===== src/rtl/xor_parity_arb.sv =====
// Round-robin arbiter feeding one bit-serial XOR accumulator shared by NREQ requesters.
// Each granted word is folded LSB-first into a parity bit returned over valid/ready.
module xor_parity_arb #(
    parameter int unsigned NREQ  = 4,
    parameter int unsigned WIDTH = 8,
    parameter int unsigned IDW   = 2
) (
    input  logic                  ck,
    input  logic                  rst,
    input  logic [NREQ-1:0]       req,
    input  logic [NREQ*WIDTH-1:0] data,
    input  logic [NREQ-1:0]       odd,
    output logic [NREQ-1:0]       gnt,
    output logic                  busy,
    output logic                  res_valid,
    input  logic                  res_ready,
    output logic                  res_parity,
    output logic [IDW-1:0]        res_id
);

    localparam int unsigned CW = (WIDTH > 1) ? $clog2(WIDTH) : 1;

    typedef enum logic [1:0] {StIdle, StShift, StDone} state_e;

    state_e           state_q, state_d;
    logic [IDW-1:0]   ptr_q, ptr_d;
    logic [IDW-1:0]   id_q, id_d;
    logic [WIDTH-1:0] sreg_q, sreg_d;
    logic             acc_q, acc_d;
    logic [CW-1:0]    cnt_q, cnt_d;

    logic             found;
    logic [IDW-1:0]   win;
    logic [IDW-1:0]   cand;
    logic [WIDTH-1:0] sel_word;
    logic             sel_odd;

    // Search starts just after the last served requester and wraps.
    always_comb begin
        found = 1'b0;
        win   = '0;
        cand  = '0;
        for (int unsigned i = 1; i <= NREQ; i++) begin
            cand = IDW'((32'(ptr_q) + i) % NREQ);
            if (!found && req[cand]) begin
                found = 1'b1;
                win   = cand;
            end
        end
    end

    always_comb begin
        sel_word = '0;
        sel_odd  = 1'b0;
        for (int unsigned k = 0; k < NREQ; k++) begin
            if (win == IDW'(k)) begin
                sel_word = data[k*WIDTH +: WIDTH];
                sel_odd  = odd[k];
            end
        end
    end

    always_comb begin
        state_d = state_q;
        ptr_d   = ptr_q;
        id_d    = id_q;
        sreg_d  = sreg_q;
        acc_d   = acc_q;
        cnt_d   = cnt_q;
        gnt     = '0;
        unique case (state_q)
            StIdle: begin
                if (found) begin
                    gnt[win] = 1'b1;
                    sreg_d   = sel_word;
                    acc_d    = sel_odd;
                    id_d     = win;
                    cnt_d    = '0;
                    state_d  = StShift;
                end
            end
            StShift: begin
                acc_d  = acc_q ^ sreg_q[0];
                sreg_d = sreg_q >> 1;
                cnt_d  = cnt_q + 1'b1;
                if (cnt_q == CW'(WIDTH - 1)) begin
                    state_d = StDone;
                end
            end
            StDone: begin
                if (res_ready) begin
                    ptr_d   = id_q;
                    state_d = StIdle;
                end
            end
            default: state_d = StIdle;
        endcase
    end

    assign busy       = (state_q != StIdle);
    assign res_valid  = (state_q == StDone);
    assign res_parity = res_valid & acc_q;
    assign res_id     = res_valid ? id_q : '0;

    always_ff @(posedge ck) begin
        if (rst) begin
            state_q <= StIdle;
            ptr_q   <= IDW'(NREQ - 1);
            id_q    <= '0;
            sreg_q  <= '0;
            acc_q   <= 1'b0;
            cnt_q   <= '0;
        end else begin
            state_q <= state_d;
            ptr_q   <= ptr_d;
            id_q    <= id_d;
            sreg_q  <= sreg_d;
            acc_q   <= acc_d;
            cnt_q   <= cnt_d;
        end
    end

endmodule


===== config.mk =====
export PLATFORM = sky130hd
export DESIGN_NAME = xor_parity_arb
export DESIGN_NICKNAME = d
export VERILOG_FILES = /design/src/rtl/xor_parity_arb.sv
export SDC_FILE = /design/constraint.sdc
export NUM_CORES = 1
export LEC_CHECK = 0
export ABC_AREA = 1
export CAP_MARGIN = 25
export CORE_UTILIZATION = 37
export DETAILED_ROUTE_END_ITERATION = 7
export GPL_ROUTABILITY_DRIVEN = 0
export PLACE_DENSITY = 0.72
export SLEW_MARGIN = 20
export SYNTH_ARGS = -nofsm -noshare
export SYNTH_HDL_FRONTEND = slang
export SYNTH_SLANG_ARGS = --single-unit

===== constraint.sdc =====
create_clock -name ck -period 2.8 [get_ports ck]
set_input_delay 0.42 -clock ck [delete_from_list [all_inputs] [get_ports ck]]
set_output_delay 0.42 -clock ck [all_outputs]
set_load 0.05 [all_outputs]

==> results.json, run 1 <==
{
  "finalHoldViolCount": 0,
  "rsz0062_at_grt": "false",
  "synthArstFlopShare": 0,
  "hold_path.class": "reg2reg",
  "avgSynthCellArea_um2": 6.16,
  "post_cts_buffers": 0,
  "cts_tree": "done",
  "worstSetupPathType": "in2out",
  "fmax_mhz": 382,
  "clk_path_buf_depth": 2,
  "maxCapViolCount": 0,
  "vdd_ir_drop_max_mv": 0.252,
  "cts.htree.levels": 1,
  "overflow": 0,
  "io_pins": 52,
  "cts-buffers-inserted": 3,
  "clock_sinks": 18,
  "p_leak_nw": 1.01,
  "clk_pin_slew_ns": 0.06,
  "diodes": 0,
  "yosysSeqAreaShare": 0.245,
  "nNetsFinal": 341,
  "cp-end-kind": "output pin",
  "fin_total_pwr_mw": 0.779,
  "io_buffers": 51,
  "root_buffer": "clkbuf_8",
  "fp.dieW_um": 65.1,
  "drtIter0Drc": 66,
  "grt_usage": 0.188,
  "worstMarginPinSlew_ns": 0.487,
  "synth_cell_types": 27,
  "finalMaxSlewViolations": 0,
  "fin_crit_sh": 0.935,
  "crit_arrival_ns": 2.20,
  "p_per_area_mw_per_mm2": 362,
  "die_h_um": 65.1,
  "coreArea_mm2": 0.00374,
  "grt_max_degree": 15,
  "via_per_inst": 4.59,
  "synth-seq-cells": 18,
  "crit_fanout": 10,
  "yosys_warnings": 0,
  "fp-row-count": 22,
  "status": "finished, final reports clean",
  "fin_skew_ns": 0.00294,
  "synth_edf_count": 0,
  "initial_utilization": 0.393,
  "fin_setup_tns_ns": 0,
  "routed_wl_mm": 3.51,
  "grt_pass1_vias": 1433,
  "synth_flop_cell": "dfxtp_1",
  "dp_cells": 339,
  "drc": 0,
  "finalNonFillerCells": 343,
  "syn_inst": 239,
  "grt_first_pass_wirelength_mm": 6.27,
  "dp_hpwl_mm": 2.86,
  "firstDrtPassIters": 5,
  "cts_hold_buf": 0,
  "num_vias": 1576,
  "clkLatencyLatePin_ns": 0.25,
  "syn_nets": 284,
  "antenna_found_initial": 0,
  "post_cts_resized": 0,
  "startpoint_type": "primary input",
  "min_period_ns": 2.62,
  "finalSetupViolCount": 0,
  "crit_required_ns": 2.38,
  "syn_area_mm2": 0.00147,
  "wl_per_cell_um": 10.2,
  "ant_nets": 0,
  "reg2reg_slack_ns": 0.58,
  "area.growth.synth_to_final_pct": 46.1,
  "die_area_mm2": 0.00423,
  "drive_gt1_frac": 0.159,
  "max_slew_margin": 0.674
}
## power by group
group	switching (mW)	leakage (nW)	internal, mW
Clock	0.0860	0.0288	0.125
Sequential	0.0109	0.148	0.277
Combinational	0.147	0.838	0.133
Total	0.244	1.01	0.535
## sequential cells by signal (all words and copies together) (netlist names)
name / flops
sreg_q: 8
acc_q: 1
state_q: 2
ptr_q: 2
cnt_q: 3
id_q: 2
## routing by layer
layer,global-route usage,wire length (µm),up-vias
met3,0.0475,187,4
met2,0.316,1600,43
met4,0.0245,17,0
met1,0.246,1710,664
met5,0,0,-
li1,-,-,865
## Yosys cell counts (2+ instances only)
cell,n,area (µm²)
inv_2,5,18.8
ha_1,2,25.0
clkbuf_1,2,7.51
nor2_8,2,40.0
inv_1,25,93.8
nand3_2,4,40.0
a21oi_2,4,35.0
nor3_1,2,10.0
nor2_1,35,131
buf_6,2,22.5
o21ai_0,10,50.1
nor2_4,2,22.5
nand2_4,5,56.3
nand2_2,8,50.1
a21oi_1,15,75.1
o211ai_1,2,15.0
nand3_1,9,45.0
nand2_1,77,289
o22ai_1,3,18.8
dfxtp_1,18,360
## stage by stage
| stage | util | setup WS [ns] | area, µm² | hold WS (ns) |
|---|---|---|---|---|
| after global routing | 0.574 | 0.0217 | 2150 | 0.490 |
| final | 0.574 | 0.182 | 2150 | 0.464 |
| after floorplan | - | 0.0422 | 1480 | 0.432 |
| after CTS | 0.574 | 0.182 | 2150 | 0.469 |
| after detailed placement | 0.559 | 0.193 | 2090 | 0.460 |
| after global placement | 0.559 | 0.216 | 2090 | 0.454 |
## layout make-up
type                            count  area, µm²
Inverter                           31        129
Tap cell                           48       60.1
Multi-Input combinational cell    186        957
Sequential cell                    18        360
Fill cell                         389       1590
Timing Repair Buffer               56        588
Clock buffer                        4       55.1
## path summary, 6_finish.rpt
kind / startpoint / end / cells past startpoint
worst max-delay path: req[2] / gnt[0] / 12
worst min-delay path: sreg_q[7] / sreg_q[7] / 2
worst max register to register: ptr_q[0] / sreg_q[4] / 16
worst min register to register: sreg_q[7] / sreg_q[7] / 2
## worst max-delay path: stages
cell	delay [ns]
clkdlybuf4s50_1	0.49
nand2_1	0.06
nand2_1	0.12
nand2_1	0.06
nand2_1	0.09
inv_1	0.09
nand3_2	0.10
nand3_2	0.10
nand2_4	0.11
clkinv_8	0.08
nor3_1	0.28
buf_12	0.19
## logic make-up (layout without fill, tap and decap cells)
family          count (synthesis)  after routing  share of synthesized area
xor+xnor                        1              1                    0.00595
simple gates                  147            147                      0.483
buf+inv                        35             91                      0.108
flops                          18             18                      0.245
compound gates                 36             36                      0.141
fa+ha+maj                       2              2                     0.0170
## layout by cell type, fill, tap and decap left out, types with 5 or more instances in the layout
| master | synthesis | routed |
|---|---|---|
| nand3_1 | 9 | 9 |
| nand2_2 | 8 | 8 |
| nand2_1 | 77 | 77 |
| o21ai_0 | 10 | 10 |
| nand2_4 | 5 | 5 |
| clkdlybuf4s50_1 | 0 | 47 |
| buf_4 | 0 | 5 |
| nor2_1 | 35 | 35 |
| dfxtp_1 | 18 | 18 |
| inv_2 | 5 | 5 |
| inv_1 | 25 | 25 |
| a21oi_1 | 15 | 15 |
No activity file was read; power rests on OpenSTA's default activity.
==> run 2: changes to the inputs <==
- CELL_PAD_IN_SITES_DETAIL_PLACEMENT: default -> 1
- CELL_PAD_IN_SITES_GLOBAL_PLACEMENT: default -> 1
- CORE_UTILIZATION: 37 -> 32
- PLACE_DENSITY: 0.72 -> default
- PLACE_DENSITY_LB_ADDON: default -> 0.1
==> run 2 against run 1 <==
  * Total power rose by 1.1%
  * Cell count rose by 1.2%
  * Critical endpoint unchanged
  * Largest power group is now combinational cells
  * Hold slack got worse by 0.0010 ns
==> results.json, run 2 (same netlist as run 1, synthesis figures left out) <==
{
  "dp_hpwl_mm": 3.41,
  "largestRegisters": "sreg_q: 8 flops, cnt_q: 3 flops",
  "cts_tree": "done",
  "min_period_ns": 2.60,
  "nFillCells": 566,
  "fin_skew_ns": 0.000425,
  "die_h_um": 69.8,
  "dp_cells": 342,
  "finalNonFillerCells": 347,
  "crit_fanout": 7,
  "grt_usage": 0.185,
  "cts-buffers-inserted": 3,
  "crit_required_ns": 2.38,
  "finalHoldViolCount": 0,
  "cts_hold_buf": 0,
  "ant_nets": 0,
  "placed_area_mm2": 0.00209,
  "initial_utilization": 0.336,
  "finalSetupViolCount": 0,
  "antenna_found_initial": 0,
  "largest_reg_flops": 8,
  "routed_wl_mm": 4.18,
  "p_leak_nw": 1.01,
  "area.growth.synth_to_final_pct": 47.9,
  "grt_pass1_vias": 1731,
  "status": "finished, final reports clean",
  "wl_per_cell_um": 12.0,
  "cp-end-kind": "output pin",
  "dp_slack_ns": 0.0763,
  "drive_gt1_frac": 0.173,
  "overflow": 0,
  "io_pins": 52,
  "routed.top_layer": "met4",
  "crit_arrival_ns": 2.18,
  "maxCapViolCount": 0,
  "wl_met1_mm": 1.93,
  "drtIter0Drc": 60,
  "diodes": 0,
  "fin_crit_sh": 0.930,
  "num_vias": 1604,
  "clk_path_buf_depth": 2,
  "multiInputGateArea_um2": 975,
  "clkLatencyLatePin_ns": 0.25,
  "vdd_ir_drop_max_mv": 0.172,
  "startpoint_type": "primary input",
  "firstDrtPassIters": 4,
  "postLayoutCellArea_mm2": 0.00218,
  "clock_sinks": 18,
  "rsz0062_at_grt": "false",
  "drc": 0,
  "grt_first_pass_wirelength_mm": 7.49,
  "hold_path.class": "reg2reg",
  "via_per_inst": 4.62,
  "fmax_mhz": 384,
  "clk_pin_slew_ns": 0.07,
  "grt_max_degree": 15,
  "hold_slack_ns": 0.463,
  "wl_met3_um": 142,
  "p_per_area_mw_per_mm2": 362,
  "die_area_mm2": 0.00487,
  "layout_common_cells": "nand2_1, clkdlybuf4s50_1, nor2_1, inv_1, dfxtp_1",
  "cts.htree.levels": 1,
  "route.met2.wl_mm": 2.08,
  "fin_ws_ns": 0.197,
  "io_buffers": 51,
  "worstSetupPathType": "in2out",
  "max_slew_margin": 0.665,
  "nNetsFinal": 341,
  "fin_setup_tns_ns": 0,
  "layout.cells.most_common": "nand2_1",
  "seq_area_um2": 360,
  "coreArea_mm2": 0.00438,
  "finalMaxSlewViolations": 0,
  "fp-row-count": 24,
  "fp.dieW_um": 69.8,
  "top_register": "sreg_q",
  "worstMarginPinSlew_ns": 0.501,
  "root_buffer": "clkbuf_8"
}
## run 2: cell count changes in the layout (fill, tap and decap cells not counted), sizes merged
cell | previous run | this run
inv | 30 | 29
clkinvlp | 0 | 1
## run 2: path summary, 6_finish.rpt
| kind | slack (ns) | endpoint | cells after the start | from |
|---|---|---|---|---|
| worst max-delay path | 0.20 | gnt[0] | 13 | req[1] |
| worst min-delay path | 0.46 | cnt_q[0] | 1 | cnt_q[0] |
| worst max register to register | 0.59 | sreg_q[0] | 16 | ptr_q[0] |
| worst min register to register | 0.46 | cnt_q[0] | 1 | cnt_q[0] |
## run 2: layout make-up
type                            instances  area share
Multi-Input combinational cell        186       0.448
Timing Repair Buffer                   56       0.270
Sequential cell                        18       0.166
Inverter                               31      0.0610
Tap cell                               52      0.0299
Clock buffer                            4      0.0253
## run 2: timing repair
item                       4_1_cts  5_1_grt
setup endpoints to repair        0        3
buffers inserted                 0        1
resized for setup                0        5
hold endpoints to repair         0        0
## run 2: per-layer routing
metal,GRT usage,up-vias
met5,0,-
met4,0.0200,0
met3,0.0305,2
met2,0.342,37
met1,0.231,704
li1,-,861
## run 2: stage by stage
stage | power (mW) | utilization
global route | 0.840 | 0.496
floorplan | 0.460 | -
detailed placement | 0.581 | 0.477
finish | 0.787 | 0.496
global placement | 0.577 | 0.477
CTS | 0.794 | 0.490
## run 2: power by group
group	total, mW	internal, mW	switching (mW)
Clock	0.208	0.125	0.0828
Combinational	0.291	0.135	0.157
Sequential	0.289	0.277	0.0115
Total	0.787	0.536	0.251
## run 2: critical path: stages
cell,delay [ns]
clkdlybuf4s50_1,0.42
inv_1,0.06
nand2_1,0.06
nand2_1,0.11
nand2_1,0.06
nand2_1,0.12
nor2_1,0.07
nor2_1,0.13
nand2_2,0.09
nand2_4,0.15
inv_2,0.08
nor3_2,0.24
buf_12,0.17
